$ cat src/rtl/delay_pkg.sv
// Shared types and defaults for the multi-channel delay timer.
//   mode_e  : per-channel run mode (periodic / one-shot)
//   state_e : per-channel FSM state (idle / running)
//   DEF_*   : default counter width and reset period
package delay_pkg;

    localparam int unsigned DEF_CBITS     = 17;
    localparam int unsigned DEF_N_DEFAULT = 100000;

    typedef enum logic {
        MODE_PERIODIC = 1'b0,
        MODE_ONESHOT  = 1'b1
    } mode_e;

    typedef enum logic {
        ST_IDLE = 1'b0,
        ST_RUN  = 1'b1
    } state_e;

endpackage

$ cat src/rtl/delay_chan.sv
// One timer channel: counts 0..P and pulses sig_o for one cycle on expiry.
// A shadow period holds writes made while running; it is promoted to the
// active period on expiry or restart.
// Optional feature macro: DELAY_ERR_CHECK_EN (builds the sticky err_o flag).
// Ports:
//   clk_i, rst_ni        clock, asynchronous active-low reset
//   wr_i                 write period_i/mode_i into this channel
//   period_i, mode_i     new period and mode (1 = one-shot)
//   start_i, stop_i      start/restart, stop (stop wins)
//   err_clr_i            clear sticky err_o
//   sig_o                one-cycle expiry pulse
//   busy_o               channel running
//   flg_o                running and count within active period
//   err_o                sticky count-beyond-period flag
module delay_chan
    import delay_pkg::*;
#(
    parameter int unsigned CBITS     = DEF_CBITS,
    parameter int unsigned N_DEFAULT = DEF_N_DEFAULT
) (
    input  logic             clk_i,
    input  logic             rst_ni,
    input  logic             wr_i,
    input  logic [CBITS-1:0] period_i,
    input  logic             mode_i,
    input  logic             start_i,
    input  logic             stop_i,
    input  logic             err_clr_i,
    output logic             sig_o,
    output logic             busy_o,
    output logic             flg_o,
    output logic             err_o
);

    state_e           state_q, state_d;
    mode_e            mode_q, mode_d;
    logic [CBITS-1:0] cnt_q, cnt_d;
    logic [CBITS-1:0] act_q, act_d;
    logic [CBITS-1:0] shd_q, shd_d;
    logic             sig_q, sig_d;
    logic             flg_q, flg_d;

    always_comb begin
        state_d = state_q;
        mode_d  = mode_q;
        cnt_d   = cnt_q;
        act_d   = act_q;
        shd_d   = shd_q;
        sig_d   = 1'b0;

        if (wr_i) begin
            shd_d  = period_i;
            mode_d = mode_e'(mode_i);
            // An idle channel has nothing in flight, so the write is live at once.
            if (state_q == ST_IDLE) begin
                act_d = period_i;
            end
        end

        unique case (state_q)
            ST_IDLE: begin
                if (start_i && !stop_i) begin
                    state_d = ST_RUN;
                    cnt_d   = '0;
                end
            end
            ST_RUN: begin
                if (stop_i) begin
                    state_d = ST_IDLE;
                    cnt_d   = '0;
                end else if (start_i) begin
                    cnt_d = '0;
                    act_d = shd_d;
                end else if (cnt_q == act_q) begin
                    cnt_d = '0;
                    sig_d = 1'b1;
                    act_d = shd_d;
                    // Mode is not shadowed: a one-shot write mid-run ends this expiry.
                    if (mode_d == MODE_ONESHOT) begin
                        state_d = ST_IDLE;
                    end
                end else begin
                    cnt_d = cnt_q + 1'b1;
                end
            end
            default: state_d = ST_IDLE;
        endcase

        flg_d = (state_d == ST_RUN) && (cnt_d <= act_d);
    end

    always_ff @(posedge clk_i or negedge rst_ni) begin
        if (!rst_ni) begin
            state_q <= ST_IDLE;
            mode_q  <= MODE_PERIODIC;
            cnt_q   <= '0;
            act_q   <= CBITS'(N_DEFAULT);
            shd_q   <= CBITS'(N_DEFAULT);
            sig_q   <= 1'b0;
            flg_q   <= 1'b0;
        end else begin
            state_q <= state_d;
            mode_q  <= mode_d;
            cnt_q   <= cnt_d;
            act_q   <= act_d;
            shd_q   <= shd_d;
            sig_q   <= sig_d;
            flg_q   <= flg_d;
        end
    end

    assign sig_o  = sig_q;
    assign busy_o = (state_q == ST_RUN);
    assign flg_o  = flg_q;

`ifdef DELAY_ERR_CHECK_EN
    logic err_q;

    // Set has priority over clear so a persisting violation is never lost.
    always_ff @(posedge clk_i or negedge rst_ni) begin
        if (!rst_ni) begin
            err_q <= 1'b0;
        end else begin
            err_q <= (cnt_q > act_q) || (err_q && !err_clr_i);
        end
    end

    assign err_o = err_q;
`else
    logic unused_err_clr;
    assign unused_err_clr = err_clr_i;
    assign err_o          = 1'b0;
`endif

endmodule

$ cat src/rtl/delay_timer_mc.sv
// Multi-channel programmable delay/period timer: NCH independent delay_chan
// instances sharing one configuration write port.
// Optional feature macro: DELAY_ERR_CHECK_EN (builds err_o and cfg_err_o).
// Ports:
//   clk_i, rst_ni                  clock, asynchronous active-low reset
//   cfg_we_i, cfg_ch_i             configuration write strobe and target channel
//   cfg_period_i, cfg_mode_i       period and mode (1 = one-shot) to write
//   start_i, stop_i                per-channel start/restart and stop
//   err_clr_i                      clears all sticky error bits
//   sig_o, busy_o, flg_o, err_o    per-channel status
//   cfg_err_o                      sticky: write aimed at a nonexistent channel
module delay_timer_mc
    import delay_pkg::*;
#(
    parameter int unsigned NCH       = 4,
    parameter int unsigned CBITS     = DEF_CBITS,
    parameter int unsigned N_DEFAULT = DEF_N_DEFAULT,
    parameter int unsigned CH_W      = (NCH > 1) ? $clog2(NCH) : 1
) (
    input  logic             clk_i,
    input  logic             rst_ni,
    input  logic             cfg_we_i,
    input  logic [CH_W-1:0]  cfg_ch_i,
    input  logic [CBITS-1:0] cfg_period_i,
    input  logic             cfg_mode_i,
    input  logic [NCH-1:0]   start_i,
    input  logic [NCH-1:0]   stop_i,
    input  logic             err_clr_i,
    output logic [NCH-1:0]   sig_o,
    output logic [NCH-1:0]   busy_o,
    output logic [NCH-1:0]   flg_o,
    output logic [NCH-1:0]   err_o,
    output logic             cfg_err_o
);

    logic [NCH-1:0] wr;

    for (genvar i = 0; i < NCH; i++) begin : g_chan
        // Out-of-range channel numbers match no instance and so write nothing.
        assign wr[i] = cfg_we_i && (32'(cfg_ch_i) == 32'(i));

        delay_chan #(
            .CBITS     (CBITS),
            .N_DEFAULT (N_DEFAULT)
        ) u_chan (
            .clk_i     (clk_i),
            .rst_ni    (rst_ni),
            .wr_i      (wr[i]),
            .period_i  (cfg_period_i),
            .mode_i    (cfg_mode_i),
            .start_i   (start_i[i]),
            .stop_i    (stop_i[i]),
            .err_clr_i (err_clr_i),
            .sig_o     (sig_o[i]),
            .busy_o    (busy_o[i]),
            .flg_o     (flg_o[i]),
            .err_o     (err_o[i])
        );
    end

`ifdef DELAY_ERR_CHECK_EN
    logic cfg_err_q;

    always_ff @(posedge clk_i or negedge rst_ni) begin
        if (!rst_ni) begin
            cfg_err_q <= 1'b0;
        end else begin
            cfg_err_q <= (cfg_we_i && (32'(cfg_ch_i) >= 32'(NCH))) || (cfg_err_q && !err_clr_i);
        end
    end

    assign cfg_err_o = cfg_err_q;
`else
    assign cfg_err_o = 1'b0;
`endif

endmodule

$ cat config.mk
export PLATFORM = sky130hd
export DESIGN_NAME = delay_timer_mc
export DESIGN_NICKNAME = d
export VERILOG_FILES = /design/src/rtl/delay_pkg.sv /design/src/rtl/delay_chan.sv /design/src/rtl/delay_timer_mc.sv
export SDC_FILE = /design/constraint.sdc
export NUM_CORES = 1
export LEC_CHECK = 0
export ABC_AREA = 1
export CAP_MARGIN = 10
export CORE_ASPECT_RATIO = 1.5
export CORE_MARGIN = 1.5
export CORE_UTILIZATION = 50
export DETAILED_ROUTE_END_ITERATION = 10
export PLACE_DENSITY = 0.67
export SKIP_LAST_GASP = 1
export SLEW_MARGIN = 40
export SYNTH_ARGS = -nofsm -noshare
export SYNTH_HDL_FRONTEND = slang
export SYNTH_HIERARCHICAL = 1
export SYNTH_SLANG_ARGS = --single-unit
$ cat constraint.sdc
create_clock -name clk_i -period 5.7 [get_ports clk_i]
set_clock_uncertainty 0.05 [all_clocks]
set_input_delay 1.425 -clock clk_i [delete_from_list [all_inputs] [get_ports clk_i]]
set_output_delay 1.425 -clock clk_i [all_outputs]
set_load 0.01 [all_outputs]
* Word level (Yosys, flattened, before mapping)
Cells that the tools add are included.
** Cells by class
- $add $sub $neg :: 4
- Order comparisons :: 4
- Equal/unequal tests :: 7
- Mux-type cells :: 92
- Bitwise gates (word level) :: 4
- Reduce and logical (&&, ||, !) cells :: 17
** Operators with widths (number)
- $mux W17 :: 44
- $pmux W17 S2 :: 4
- $add A17 B1 Y17 const B :: 4
- $eq A17 B17 Y1 :: 4
- $le A17 B17 Y1 :: 4
- $mux W1 :: 40
- $logic_and A1 B1 Y1 :: 12
- $pmux W1 S2 :: 4
- $eq A2 B2 Y1 const B :: 2
- $logic_not A1 Y1 :: 4
- $not A1 Y1 :: 4
- $eq A2 B1 Y1 const B :: 1
- $logic_not A2 Y1 :: 1
** Storage, ports and cells
- Register bits after elaboration :: 220
- Word-level logic and storage cells :: 156

* Longest topological paths before layout
- Depth after elaboration :: 9
- Gate-level depth with buffers :: 25
- Depth with buffers taken out :: 22

* Modules after synthesis
Netlist, hierarchy kept.
** By module, submodules not included
- delay_chan (g_chan[0].u_chan ...) :: instances 2, cells each 541, area an instance 3834.9 um2
- delay_chan (g_chan[2].u_chan) :: instances 1, cells each 540, area an instance 3882.5 um2
- delay_chan (g_chan[3].u_chan) :: instances 1, cells each 495, area an instance 3618.5 um2
- delay_timer_mc :: instances 1, cells each 10, area an instance 41.3 um2

* Least setup slack after synthesis
No wires, ideal clock.
- Path type :: input port to flip-flop
- From :: input cfg_ch_i[0]
- To :: register g_chan[2].u_chan.flg_q
- Arrival :: 3.510 ns
- Setup slack :: 2.062 ns
- Cell stages on the path :: 19
- Cell sequence :: inv_1 nand2_1 nor2_1 clkbuf_1 nand2_1 clkbuf_1 o21ai_0 inv_1 nand2_2 o21ai_2 ha_1 a21o_1 o21ai_0 nand2_1 nand2_1 nand3_1 nand2_1 inv_1 a21oi_1
** Between the ends
- Word-level cells in the longest chain between the ends :: 9
- Elaborated cells between the ends (all ways) :: 16
- Classes of those cells :: order compare (1); eq/ne (1); mux (12); reduce/logical (2)
** Ends and longest elaborated chain
- from (decl) :: RTL line delay_timer_mc.sv:23 : input logic [CH_W-1:0] cfg_ch_i,
- $eq A2 B2 Y1 * :: RTL line delay_timer_mc.sv:40 : assign wr[i] = cfg_we_i && (32'(cfg_ch_i) == 32'(i));
- $logic_and A1 B1 Y1 * :: RTL line delay_timer_mc.sv:40
- via wr[2] :: RTL line delay_timer_mc.sv:36 : logic [NCH-1:0] wr;
- $mux W17 or $mux W1 (tied branches) :: RTL line delay_chan.sv:51 : if (wr_i) begin
- $mux W17 or $mux W1 (tied branches) :: RTL line delay_chan.sv:74, delay_chan.sv:79
- $mux W17 or $mux W1 (tied branches) :: RTL line delay_chan.sv:71, delay_chan.sv:74
- $mux W17 or $mux W1 (tied branches) :: RTL line delay_chan.sv:68, delay_chan.sv:71
- $mux W17 or $mux W1 (tied branches) :: RTL line delay_chan.sv:60, delay_chan.sv:68
- $le A17 B17 Y1 or $pmux W1 S2 (tied branches) :: RTL line delay_chan.sv:89, delay_chan.sv:60
- $logic_and A1 B1 Y1 * :: RTL line delay_chan.sv:89 : flg_d = (state_d == ST_RUN) && (cnt_d <= act_d);
- via g_chan[2].u_chan.flg_d :: RTL line delay_chan.sv:41 : logic flg_q, flg_d;
- to (signal assigned) :: RTL line delay_chan.sv:108 : flg_q <= flg_d;
- to (decl) :: RTL line delay_chan.sv:41
Mark *: on every way through the listed nets, which the timed path passes. The rest lies on a longest branch.

* Worst setup path in the final report
- From :: input cfg_ch_i[1]
- To :: register g_chan[2].u_chan.flg_q
The elaborated chain is that of the path after synthesis.

==> results.tsv <==
stage	metric	value	unit
outcome	status	complete, no violations	
layout	nets	2238	
worst_setup_path	timing.rr.end	g_chan[1].u_chan/flg_o	
global_routing	grt_pass1_wl	63400	um
logic_synthesis	async_reset_ff_share	100	%
logic_synthesis	ys_types	42	
die	die_y	217	um
global_routing	grt_use_total	25.0	%
timing	drv_slew	0	
die	die_w	145	um
routing	drc	0	
layout	drive_above_1_share	11.8	%
worst_setup_path	cp-end-kind	register	
logic_synthesis	synthMuxAreaShare	0.296	%
logic_synthesis	synth.yosys.warnings	6	
logic_synthesis	ys_seq_area_share	36.6	%
routing	drtIter0Drc	713	
hold_path	hold_start	g_chan[3].u_chan/shd_q[0]	
job	drv_cap	0	
cts	cts_resized	0	
cts	cts_buffer_depth	3	
global_routing	antenna_found_initial	2	
worst_setup_path	crit_type	input pin to register	
pwr	total_power	5.14	mW
logic_synthesis	synth_top_family_by_area	simple AND/OR/NAND/NOR gates	
global_routing	gr-total-overflow	0	
logic_synthesis	yosys.area_share.adder	5.92	%
pwr	p_leak	8.17	nW
logic_synthesis	synth_edf_count	0	
cts	clock_latency	0.53	ns
worst_setup_path	setup.worst_path.start_class	input pin	
die	rows	78	
logic_synthesis	synth_top_area_cell	dfrtp_1	
routing	wl_per_cell	15.1	um
logic_synthesis	synth-compound-area-share	15.8	%
hold_path	min_path_type	register to register	
worst_setup_path	reg2reg_depth	18	
die	io_pins	49	
place	finalWeightedCongestion	0.919	
cts	cts.sinks	220	
place	dp_hpwl	28900	um
timing	fin_tns_setup	0	ns
timing	final.period_utilization	73.6	%
cts	post-cts-setup-buffer-count	0	
global_routing	first_global_vias	12735	
pwr	peakVddDrop	0.000205	V
logic_synthesis	synth_seq_cells	220	
routing	vias	13099	
routing	routed_wl	38600	um
worst_setup_path	reg2reg_from	g_chan[1].u_chan/busy_o	
logic_synthesis	synthXorXnorAreaFrac	3.74	%
layout	syn_to_final_growth	9.06	%
logic_synthesis	synth_nets	2231	
cts	path_clk_slew	0.06	ns
timing	relSlewSlack	51.1	%
logic_synthesis	synth_cells	2127	
layout	postLayoutCoreUtil	55.2	%
logic_synthesis	syn-cell-area	15200	um^2
timing	min_period	4.20	ns
routing	ant_nets	0	
logic_synthesis	synth-main-ff-cell	dfrtp_1	
hold_path	hold_depth	2	
logic_synthesis	yosysTopAreaCellShare	28.3	%
die	initial_core_util	50.6	%
place	port_buffers	42	
timing	worst_pin_slew	0.733	ns
timing	setup_violations	0	
worst_setup_path	crit_fanout	17	
cts	cts_root_buf	clkbuf_16	
global_routing	grt_start_max_net_pins	107	
worst_setup_path	critPathArrivalTime	4.57	ns
die	coreArea	30100	um^2
timing	hold_violations	0	
routing	viasPerCell	5.13	
pwr	p_per_area	310	nW/um^2
timing	rsz0062_at_grt	no	
cts	cts_tree	done	
logic_synthesis	syn_avg_cell_area	7.15	um^2
cts	numCtsBuffers	24	
worst_setup_path	crit_required	6.07	ns
logic_synthesis	synthSimpleGateAreaFrac	25.2	%
worst_setup_path	ff2ff_setup_slack	1.95	ns
routing	firstDrtPassIters	5	
logic_synthesis	synthTopCellsByArea	dfrtp_1, nand2_1, inv_1, dfstp_2, o21ai_0	
hold_path	min_to	g_chan[3].u_chan/shd_q[0]	
cts	h-tree-depth	1	
timing	max_freq	238	MHz
die	dieArea	31500	um^2
cts	postCtsHoldBufs	0	
[worst max-delay path by stage]
stage                start                endpoint
3_3_place_gp   cfg_ch_i[1]  g_chan[2].u_chan/flg_o
4_1_cts        cfg_ch_i[1]  g_chan[2].u_chan/flg_o
6_report       cfg_ch_i[1]  g_chan[2].u_chan/flg_o
3_5_place_dp   cfg_ch_i[1]  g_chan[2].u_chan/flg_o
2_1_floorplan  cfg_ch_i[0]  g_chan[2].u_chan/flg_o
5_1_grt        cfg_ch_i[0]  g_chan[1].u_chan/flg_o
[cells in the mapped netlist, types with 9 or more instances]
library cell / number
o21ai_2: 93
a21oi_1: 47
nand4_1: 29
buf_2: 15
inv_2: 9
buf_6: 27
nand2_2: 28
dfstp_2: 48
xor2_1: 41
nor3_1: 26
nand2_1: 613
o21ai_1: 37
o21ai_0: 217
xnor2_1: 24
clkbuf_1: 32
ha_1: 72
inv_1: 341
nand3_1: 80
dfrtp_1: 172
nor2_1: 120
[placed cells by master, fill, tap and decap left out, types with 3 or more instances in the layout]
master           count
nand2_1            613
inv_1              341
o21ai_0            217
dfrtp_1            172
nor2_1             116
o21ai_2             93
nand3_1             80
ha_1                72
dfstp_2             48
a21oi_1             47
xor2_1              41
clkdlybuf4s50_1     41
o21ai_1             37
nand4_1             29
nand2_2             28
nor3_1              26
clkbuf_16           25
xnor2_1             24
buf_4               16
clkbuf_1            11
nor2_2               9
inv_2                9
buf_12               6
conb_1               5
clkbuf_8             4
mux2_2               4
nor4_1               4
a21o_1               4
nand2b_1             3
nand3_2              3
[metrics by stage]
stage	instances	worst slack, ns	hold WS, ns	instance area (um^2)
after global placement	2506	1.03	0.407	15800
after CTS	2550	1.53	0.424	16600
after floorplan	2127	2.06	0.389	15200
final	2551	1.50	0.421	16600
after detailed placement	2508	0.981	0.410	15800
after global routing	2550	1.25	0.445	16600
[critical path: stages]
cell	delay, ns
clkdlybuf4s50_1	0.58
inv_1	0.11
nor2_2	0.13
nand2_1	0.35
buf_12	0.30
o21ai_0	0.26
inv_1	0.09
nand2_2	0.08
o21ai_2	0.06
ha_1	0.31
nand4_1	0.14
nor2_1	0.30
nand4_1	0.15
nand3_1	0.12
nand2_1	0.06
inv_1	0.05
a21oi_1	0.04
[flip-flops by register name (all words and copies together), names as in the netlist]
register and cells:
g_chan.u_chan/act_q 68, g_chan.u_chan/busy_o 4, g_chan.u_chan/cnt_q 68, g_chan.u_chan/flg_o 4
g_chan.u_chan/mode_q 4, g_chan.u_chan/shd_q 68, g_chan.u_chan/sig_o 4
[power breakdown]
group | internal, mW | switching, mW
clock | 0.901 | 0.636
combinational | 0.584 | 0.976
sequential | 1.86 | 0.184
[kinds of logic (layout without fill, tap and decap cells)]
group	after synthesis	in the layout
flops	220	220
fa+ha+maj	72	72
other cells	5	6
mux	4	4
xor+xnor	65	65
simple gates	920	920
buf+inv	436	459
compound gates	405	405
[per-layer routing]
| metal | up-vias | share of wire, % | track usage (%) |
|---|---|---|---|
| li1 | 6704 | - | - |
| met1 | 6064 | 42 | 29.1 |
| met2 | 242 | 50 | 45.4 |
| met3 | 87 | 3.6 | 3.12 |
| met4 | 2 | 4.5 | 11.6 |
| met5 | - | 0.034 | 0 |
[area by class of cell]
| type | instances | area (um^2) |
|---|---|---|
| flip-flops and latches | 220 | 5570 |
| multi-input cells | 1471 | 7770 |
| diodes | 1 | 2.50 |
| repair buffers | 64 | 666 |
| inverters | 353 | 1330 |
| clock inverters | 2 | 35.0 |
| fillers | 2936 | 13500 |
| well taps | 400 | 500 |
| clock buffers | 40 | 722 |
Power figures use the tool's default switching activity.
